--- config.mk ---
export PLATFORM = sky130hd
export DESIGN_NAME = tm_class_vote
export DESIGN_NICKNAME = d
export VERILOG_FILES = /design/src/rtl/tm_vote_pkg.sv /design/src/rtl/clause_polarity_sum.sv /design/src/rtl/tm_class_vote.sv
export SDC_FILE = /design/constraint.sdc
export NUM_CORES = 2
export LEC_CHECK = 0
export ABC_AREA = 0
export CORE_AREA = 3 3 400 402
export DETAILED_ROUTE_END_ITERATION = 8
export DIE_AREA = 0 0 403 405
export MAX_ROUTING_LAYER = met4
export SYNTH_ARGS = -nofsm -noshare
export SYNTH_HDL_FRONTEND = slang
export SYNTH_HIERARCHICAL = 1
export SYNTH_SLANG_ARGS = --single-unit
--- constraint.sdc ---
create_clock -name clk -period 109.4 [get_ports clk]
set_clock_uncertainty 0.05 [all_clocks]
set_input_delay 10.94 -clock clk [delete_from_list [all_inputs] [get_ports clk]]
set_output_delay 10.94 -clock clk [all_outputs]
set_load 0.005 [all_outputs]
--- src/rtl/tm_vote_pkg.sv ---
// tm_vote_pkg: FSM states and width helpers for the class vote block.
package tm_vote_pkg;
  typedef enum logic [1:0] {IDLE, SUM, DONE} state_e;
  function automatic int sum_w(int clauses);
    return $clog2(clauses / 2 + 1) + 1;
  endfunction
  function automatic int cls_w(int classes);
    return classes > 1 ? $clog2(classes) : 1;
  endfunction
endpackage

--- src/rtl/clause_polarity_sum.sv ---
// clause_polarity_sum: signed vote of one class, even clauses +1, odd clauses -1.
module clause_polarity_sum
  import tm_vote_pkg::*;
#(
  parameter int CLAUSE_NUM = 100,
  localparam int SUM_W = sum_w(CLAUSE_NUM)
) (
  input  logic [CLAUSE_NUM-1:0]   clause,
  output logic signed [SUM_W-1:0] sum
);
  localparam logic signed [SUM_W-1:0] ONE = SUM_W'(1);
  always_comb begin
    sum = '0;
    for (int j = 0; j < CLAUSE_NUM; j++)
      sum = !clause[j] ? sum : j[0] ? sum - ONE : sum + ONE;
  end
endmodule

--- src/rtl/tm_class_vote.sv ---
// tm_class_vote: captures final clause vectors, sequential argmax of class votes; TM_VOTE_SUMS_EN exposes per-class sums.
module tm_class_vote
  import tm_vote_pkg::*;
#(
  parameter int CLASS_NUM = 10,
  parameter int CLAUSE_NUM = 100,
  localparam int CLS_W = cls_w(CLASS_NUM),
  localparam int SUM_W = sum_w(CLAUSE_NUM)
) (
  input  logic                    clk,
  input  logic                    rst,
  input  logic [CLAUSE_NUM-1:0]   partial_clause [CLASS_NUM],
  input  logic                    clause_valid,
  output logic                    in_ready,
  output logic                    result_valid,
  input  logic                    result_ready,
  output logic [CLS_W-1:0]        result_class,
  output logic signed [SUM_W-1:0] result_sum
`ifdef TM_VOTE_SUMS_EN
  ,
  output logic signed [SUM_W-1:0] class_sum [CLASS_NUM]
`endif
);
  localparam logic signed [SUM_W-1:0] MIN_SUM = {1'b1, {(SUM_W-1){1'b0}}};
  state_e state_q, state_d;
  logic [CLS_W-1:0] idx_q, idx_d, best_cls_q, best_cls_d, res_cls_q, res_cls_d;
  logic signed [SUM_W-1:0] best_sum_q, best_sum_d, res_sum_q, res_sum_d, sum;
  logic rv_q, rv_d, better, last;
  logic [CLAUSE_NUM-1:0] cap_q [CLASS_NUM];
  logic [CLAUSE_NUM-1:0] cap_d [CLASS_NUM];
`ifdef TM_VOTE_SUMS_EN
  logic signed [SUM_W-1:0] cs_q [CLASS_NUM];
  logic signed [SUM_W-1:0] cs_d [CLASS_NUM];
  assign class_sum = cs_q;
`endif
  clause_polarity_sum #(.CLAUSE_NUM(CLAUSE_NUM)) u_sum (.clause(cap_q[idx_q]), .sum(sum));
  assign better = sum > best_sum_q;
  assign last = idx_q == CLS_W'(CLASS_NUM - 1);
  assign in_ready = state_q == IDLE;
  assign result_valid = rv_q;
  assign result_class = res_cls_q;
  assign result_sum = res_sum_q;
  always_comb begin
    state_d = state_q;
    idx_d = idx_q;
    best_cls_d = best_cls_q;
    best_sum_d = best_sum_q;
    res_cls_d = res_cls_q;
    res_sum_d = res_sum_q;
    rv_d = rv_q;
    cap_d = cap_q;
`ifdef TM_VOTE_SUMS_EN
    cs_d = cs_q;
`endif
    case (state_q)
      IDLE: if (clause_valid) begin
        cap_d = partial_clause;
        idx_d = '0;
        best_sum_d = MIN_SUM;
        best_cls_d = '0;
        state_d = SUM;
      end
      SUM: begin
        best_sum_d = better ? sum : best_sum_q;
        best_cls_d = better ? idx_q : best_cls_q;
        idx_d = idx_q + 1'b1;
`ifdef TM_VOTE_SUMS_EN
        cs_d[idx_q] = sum;
`endif
        if (last) begin
          res_sum_d = best_sum_d;
          res_cls_d = best_cls_d;
          rv_d = 1'b1;
          state_d = DONE;
        end
      end
      DONE: if (result_ready) begin
        rv_d = 1'b0;
        state_d = IDLE;
      end
      default: state_d = IDLE;
    endcase
  end
  always_ff @(posedge clk) begin
    if (rst) begin
      state_q <= IDLE;
      idx_q <= '0;
      best_cls_q <= '0;
      best_sum_q <= '0;
      res_cls_q <= '0;
      res_sum_q <= '0;
      rv_q <= 1'b0;
      cap_q <= '{default: '0};
`ifdef TM_VOTE_SUMS_EN
      cs_q <= '{default: '0};
`endif
    end else begin
      state_q <= state_d;
      idx_q <= idx_d;
      best_cls_q <= best_cls_d;
      best_sum_q <= best_sum_d;
      res_cls_q <= res_cls_d;
      res_sum_q <= res_sum_d;
      rv_q <= rv_d;
      cap_q <= cap_d;
`ifdef TM_VOTE_SUMS_EN
      cs_q <= cs_d;
`endif
    end
  end
endmodule

### Word level (Yosys, flattened, before mapping)

Cells that the tools add are included.

* multipliers: 0
* eq/ne operators: 6
* add/subtract/negate cells: 100
* multiplexer cells: 117
* reductions and logical operators: 8
* $lt $le $gt $ge: 2
* div/mod/pow operators: 0
* shift operators: 0
* bitwise gates (word level): 1

Operators with widths (number)
* 7-bit two-way mux: 101
* 100-bit binary-select mux with 4-bit select: 1
* 7-bit by 2-bit subtractor with 7-bit output, second input constant: 50
* 7-bit by 2-bit adder with 7-bit output, second input constant: 49
* 100-bit two-way mux: 2
* 4-bit case mux with 2 select lines: 2
* 7-bit case mux with 2 select lines: 1
* 4-bit two-way mux: 2
* 7-bit > comparator: 1
* 2-bit two-way mux: 3
* 2-bit != test, second input constant: 3
* 2-bit case mux with 3 select lines: 1
* 2-bit AND reduction: 3
* 3-bit AND reduction: 2
* 5-bit greater-or-equal comparator, second input constant: 1
* 4-bit inverter with 5-bit output: 1
* 4-bit by 1-bit adder with 4-bit output, second input constant: 1
* 4-bit equality test, second input constant: 1
* 2-bit nonzero test: 2
* 1-bit two-way mux: 3
* 2-bit by 1-bit equality test with 1-bit output, second input constant: 1
* 2-bit equality test, second input constant: 1
* 2-bit zero test: 1
* 1-bit case mux with 2 select lines: 1

* bits in writable memories: 0
* memories: 0
* bits in registers: 1029
* bits in latches: 0
* bits in read-only memories: 0
* logic and storage cells: 251
* input bits: 1004
* output and inout port bits: 13

### Longest topological paths before layout

* depth in word-level cells: 206
* mapped depth: 319
* depth with buffers taken out: 313

### By module

The synthesis kept the hierarchy.

By module, submodules not included
* tm_class_vote: area each 42983.7 um^2, cells an instance 5087, times used 1
* clause_polarity_sum: area each 19979.2 um^2, cells an instance 2652, times used 1

### Worst setup path before layout

Ideal clock, no wire load.

* kind: register -> register
* start point: register idx_q[0]
* end point: register best_cls_q[1]
* cell stages (with the launch flop): 317
* library setup time: 0.065 ns
* slack: 51.943 ns
* arrival time: 57.342 ns
* clock period less this slack: 57.457 ns
* path buffers: 5
* cell sequence: dfxtp_1 > buf_2 > buf_2 > buf_2 > mux4_2 > mux2i_1 > o22ai_1 > fa_1 > xor2_1 > inv_1 > ha_1 > nand2_1 > o21ai_0 > inv_1 > ha_1 > nand2_1 > o41a_1 > nand2_1 > [281 not listed] > inv_1 > ha_1 > nand2_1 > o21ai_0 > inv_1 > ha_1 > nand2_1 > nor2b_1 > mux2i_1 > a21oi_1 > xnor2_1 > ha_1 > a21o_1 > a2111o_1 > o211ai_1 > buf_6 > mux2_2 > nor2_1

* cells in the longest elaborated chain, start to end: 206

RTL lines
* from (decl): RTL line tm_class_vote.sv:26 `logic [CLS_W-1:0] idx_q, idx_d, best_cls_q, best_cls_d, res_cls_q, res_cls_d;`
* from (signal assigned): RTL line tm_class_vote.sv:99 `idx_q <= idx_d;`
* 4-bit inverter with 5-bit output (implied by the code) *: RTL line tm_class_vote.sv:36 `clause_polarity_sum #(.CLAUSE_NUM(CLAUSE_NUM)) u_sum (.clause(cap_q[idx_q]), .sum(sum));`
* 100-bit binary-select mux with 4-bit select *: RTL line tm_class_vote.sv:36
* 100-bit two-way mux (implied by the code) * (2 in a row): RTL line tm_class_vote.sv:36
* 1-bit two-way mux: RTL line clause_polarity_sum.sv:15 `sum = !clause[j] ? sum : j[0] ? sum - ONE : sum + ONE;`
* 7-bit by 2-bit subtractor with 7-bit output: RTL line clause_polarity_sum.sv:15
* 7-bit two-way mux: RTL line clause_polarity_sum.sv:15
* 7-bit by 2-bit adder with 7-bit output: RTL line clause_polarity_sum.sv:15
* 7-bit two-way mux: RTL line clause_polarity_sum.sv:15
* [190 not listed]
* 7-bit by 2-bit adder with 7-bit output: RTL line clause_polarity_sum.sv:15
* 7-bit two-way mux: RTL line clause_polarity_sum.sv:15
* 7-bit by 2-bit subtractor with 7-bit output: RTL line clause_polarity_sum.sv:15
* 7-bit two-way mux *: RTL line clause_polarity_sum.sv:15
* named net sum[4]: RTL line tm_class_vote.sv:27 `logic signed [SUM_W-1:0] best_sum_q, best_sum_d, res_sum_q, res_sum_d, sum;`
* 7-bit > comparator *: RTL line tm_class_vote.sv:37 `assign better = sum > best_sum_q;`
* 4-bit two-way mux *: RTL line tm_class_vote.sv:65 `best_cls_d = better ? idx_q : best_cls_q;`
* 4-bit case mux with 2 select lines *: RTL line tm_class_vote.sv:55 `case (state_q)`
* to (signal assigned): RTL line tm_class_vote.sv:100 `best_cls_q <= best_cls_d;`
* to (decl): RTL line tm_class_vote.sv:26

Mark *: on every way through the listed nets, which the timed path passes. The rest lies on a longest branch. The select of a mux whose other input is x is not followed.
A chain may end at the register's enable or synchronous reset.

### Worst setup path after layout

Ends and elaborated chain as after synthesis.

==> out/qor.yml <==
insertion_delay_ps: 800
crit_path_max_incr_delay_ps: 780
grt_pass1_wl_um: 337500
crit_slowest_cell: "buf_4"
status: "complete, no violations"
final_common_cell: "nand2_1"
async_flop_share_pct: 0
cts_resized: 0
critical_path_class: "reg -> reg"
finalHoldViolCount: 0
synth_area_sq_mm: 0.06296
vias_per_cell: 5.461
seq_area_sq_mm: 0.02061
synth_edf_count: 0
setup_tns_ps: 0
die_w_um: 403
synthCells: 7739
clk_pin_slew_ps: 60
ioPinCount: 1017
min_path_type: "reg -> reg"
fillCellCount: 15070
cts_buffers: 110
endpoint_kind: "flip-flop"
hpwl_um: 175600
avgSynthCellArea_sq_um: 8.136
grt_start_max_net_pins: 224
synth_top_flop_cell: "dfxtp_1"
max_freq_mhz: 15.00
dieArea_sq_mm: 0.1632
num_rows: 145
period_needed_ps: 66680
cpMostUsedCell: "ha_1"
gr-usage-all-layers_pct: 27.64
grt_pass1_vias: 54910
worst_ep_required_time_ps: 110080
crit_path_start_kind: "flip-flop"
wire_per_inst_um: 21.67
path_max_fanout: 42
postCtsSetupRepairBufs: 0
areaGrowthSynthToFinish_pct: 23.70
drv_slew: 0
cp_data_arrival_time_ps: 67360
final_nets: 9523
setup_violations: 0
fin_util_pct: 49.80
place_congestion: 0.9052
post-route-drc-count: 0
netlist-cell-type-count: 110
syn_nets: 8851
clockRootBuffer: "clkbuf_16"
ys_seq_elements: 1029
synth-seq-area-share_pct: 32.72
core_sq_mm: 0.1564
vias: 57960
worstMarginPinSlew_ps: 1178
cts-htree-levels: 3
clockBufferDepth: 3
wirelength_um: 229900
ys_warn_count: 6
overflow: 0
rsz0062_at_grt: "false"
first_pass_iters: 6
die_y_um: 405
drt-initial-drc-count: 5056
tritoncts: "built"
timing.max_cap.violations: 0
multiInputGateArea_sq_mm: 0.03976
fin_crit_sh_pct: 60.95
antenna_found_initial: 57
slew_headroom_pct: 21.46
portBuffers: 1016
cts_hold_buf: 0
mostFrequentLayoutCells: "nand2_1, a21oi_1, dfxtp_1"
clock_sinks: 1029
drive_gt1_share_pct: 7.658
ant_nets: 0
start_util_pct: 40.26
critical path, delay by kind of cell, from the launching register on:
| kind | cells | cell delay [ps] |
|---|---|---|
| XOR/XNOR | 2 | 500 |
| flip-flops | 1 | 700 |
| AO/OA/AOI/OAI | 92 | 19370 |
| multiplexers | 24 | 5870 |
| AND/OR/NAND/NOR | 72 | 10070 |
| adder cells (fa/ha/maj) | 96 | 26680 |
| buffers and inverters | 25 | 3310 |
synth_stat cells (13+ instances only):
master / number / area (sq um)
a211oi_1: 15 / 112.6
a21o_1: 23 / 172.7
a21oi_1: 1125 / 5630
a22oi_1: 13 / 97.59
a31oi_1: 32 / 200.2
and2_1: 41 / 256.5
and3_1: 31 / 193.9
buf_1: 44 / 165.2
buf_2: 164 / 820.8
buf_4: 21 / 157.7
clkbuf_1: 281 / 1055
dfxtp_1: 1029 / 20600
ha_1: 107 / 1339
inv_1: 87 / 326.6
mux2_2: 20 / 225.2
mux2i_1: 290 / 2903
mux4_2: 200 / 4504
nand2_1: 2309 / 8667
nand2b_1: 37 / 231.5
nand3_1: 133 / 665.6
nand3b_1: 36 / 270.3
nand4_1: 32 / 200.2
nor2_1: 237 / 889.6
nor2b_1: 54 / 337.8
nor3_1: 90 / 450.4
nor3b_1: 17 / 127.6
nor4_1: 27 / 168.9
o21a_1: 16 / 120.1
o21ai_0: 86 / 430.4
o21ai_1: 15 / 75.07
o22ai_1: 123 / 769.5
o31ai_1: 28 / 210.2
or2_2: 26 / 162.7
or3_1: 27 / 168.9
xnor2_1: 372 / 3258
xnor2_2: 27 / 439.2
xnor2_4: 24 / 660.6
xnor3_1: 50 / 1126
xnor3_2: 21 / 499.2
xor2_1: 139 / 1217
xor2_2: 17 / 276.5
area by class of cell:
class                           instances  share of cell area (%)
Tap cell                             2058                   3.306
Timing Repair Buffer                 1076                   13.74
Antenna cell                           54                  0.1735
Multi-Input combinational cell       6101                   51.05
Inverter                               93                  0.4546
Clock buffer                          165                   4.162
Clock inverter                         37                  0.6490
Sequential cell                      1029                   26.47
flip-flops by register name (all words and copies together) (netlist names):
register	cells
state_q	2
result_valid	1
idx_q	4
best_cls_q	4
cap_q	1000
result_sum	7
best_sum_q	7
result_class	4
logic make-up (layout without fill, tap and decap cells):
group / after synthesis / in the layout / share of synthesized area (%)
other: 0 / 54 / 0
adder cells (fa/ha/maj): 108 / 108 / 2.158
flip-flops: 1029 / 1029 / 32.72
XOR/XNOR: 665 / 665 / 12.49
multiplexers: 514 / 514 / 12.19
AND/OR/NAND/NOR: 3152 / 3152 / 21.06
buffers and inverters: 609 / 1371 / 4.161
AO/OA/AOI/OAI: 1662 / 1662 / 15.22
stage by stage:
step	hold slack, ps	cells	setup WS (ps)	instance area, sq um
CTS	401.3	10560	43280	77750
global placement	389.0	10360	45750	74000
floorplan	383.1	7739	51940	62960
detailed placement	393.3	10360	43520	74000
finish	400.8	10610	42720	77890
global route	414.1	10600	37730	77860
path summary, 6_finish.rpt:
path | start | depth (start not counted) | slack [ps] | end
min reg2reg | cap_q[348] | 2 | 400 | cap_q[348]
min | cap_q[348] | 2 | 400 | cap_q[348]
max | idx_q[0] | 311 | 42720 | best_cls_q[1]
max reg2reg | idx_q[0] | 311 | 42720 | best_cls_q[1]
layer usage:
| layer | GRT usage (%) | up-vias | wire, um |
|---|---|---|---|
| li1 | - | 28040 | - |
| met1 | 36.32 | 27930 | 100900 |
| met2 | 44.14 | 1723 | 109100 |
| met3 | 4.229 | 269 | 13880 |
| met4 | 7.996 | 0 | 6075 |
| met5 | - | - | 0 |
Power is left out: the tool's default activity adds up to more than one toggle a clock period on the data nets, which glitch-free logic cannot reach.
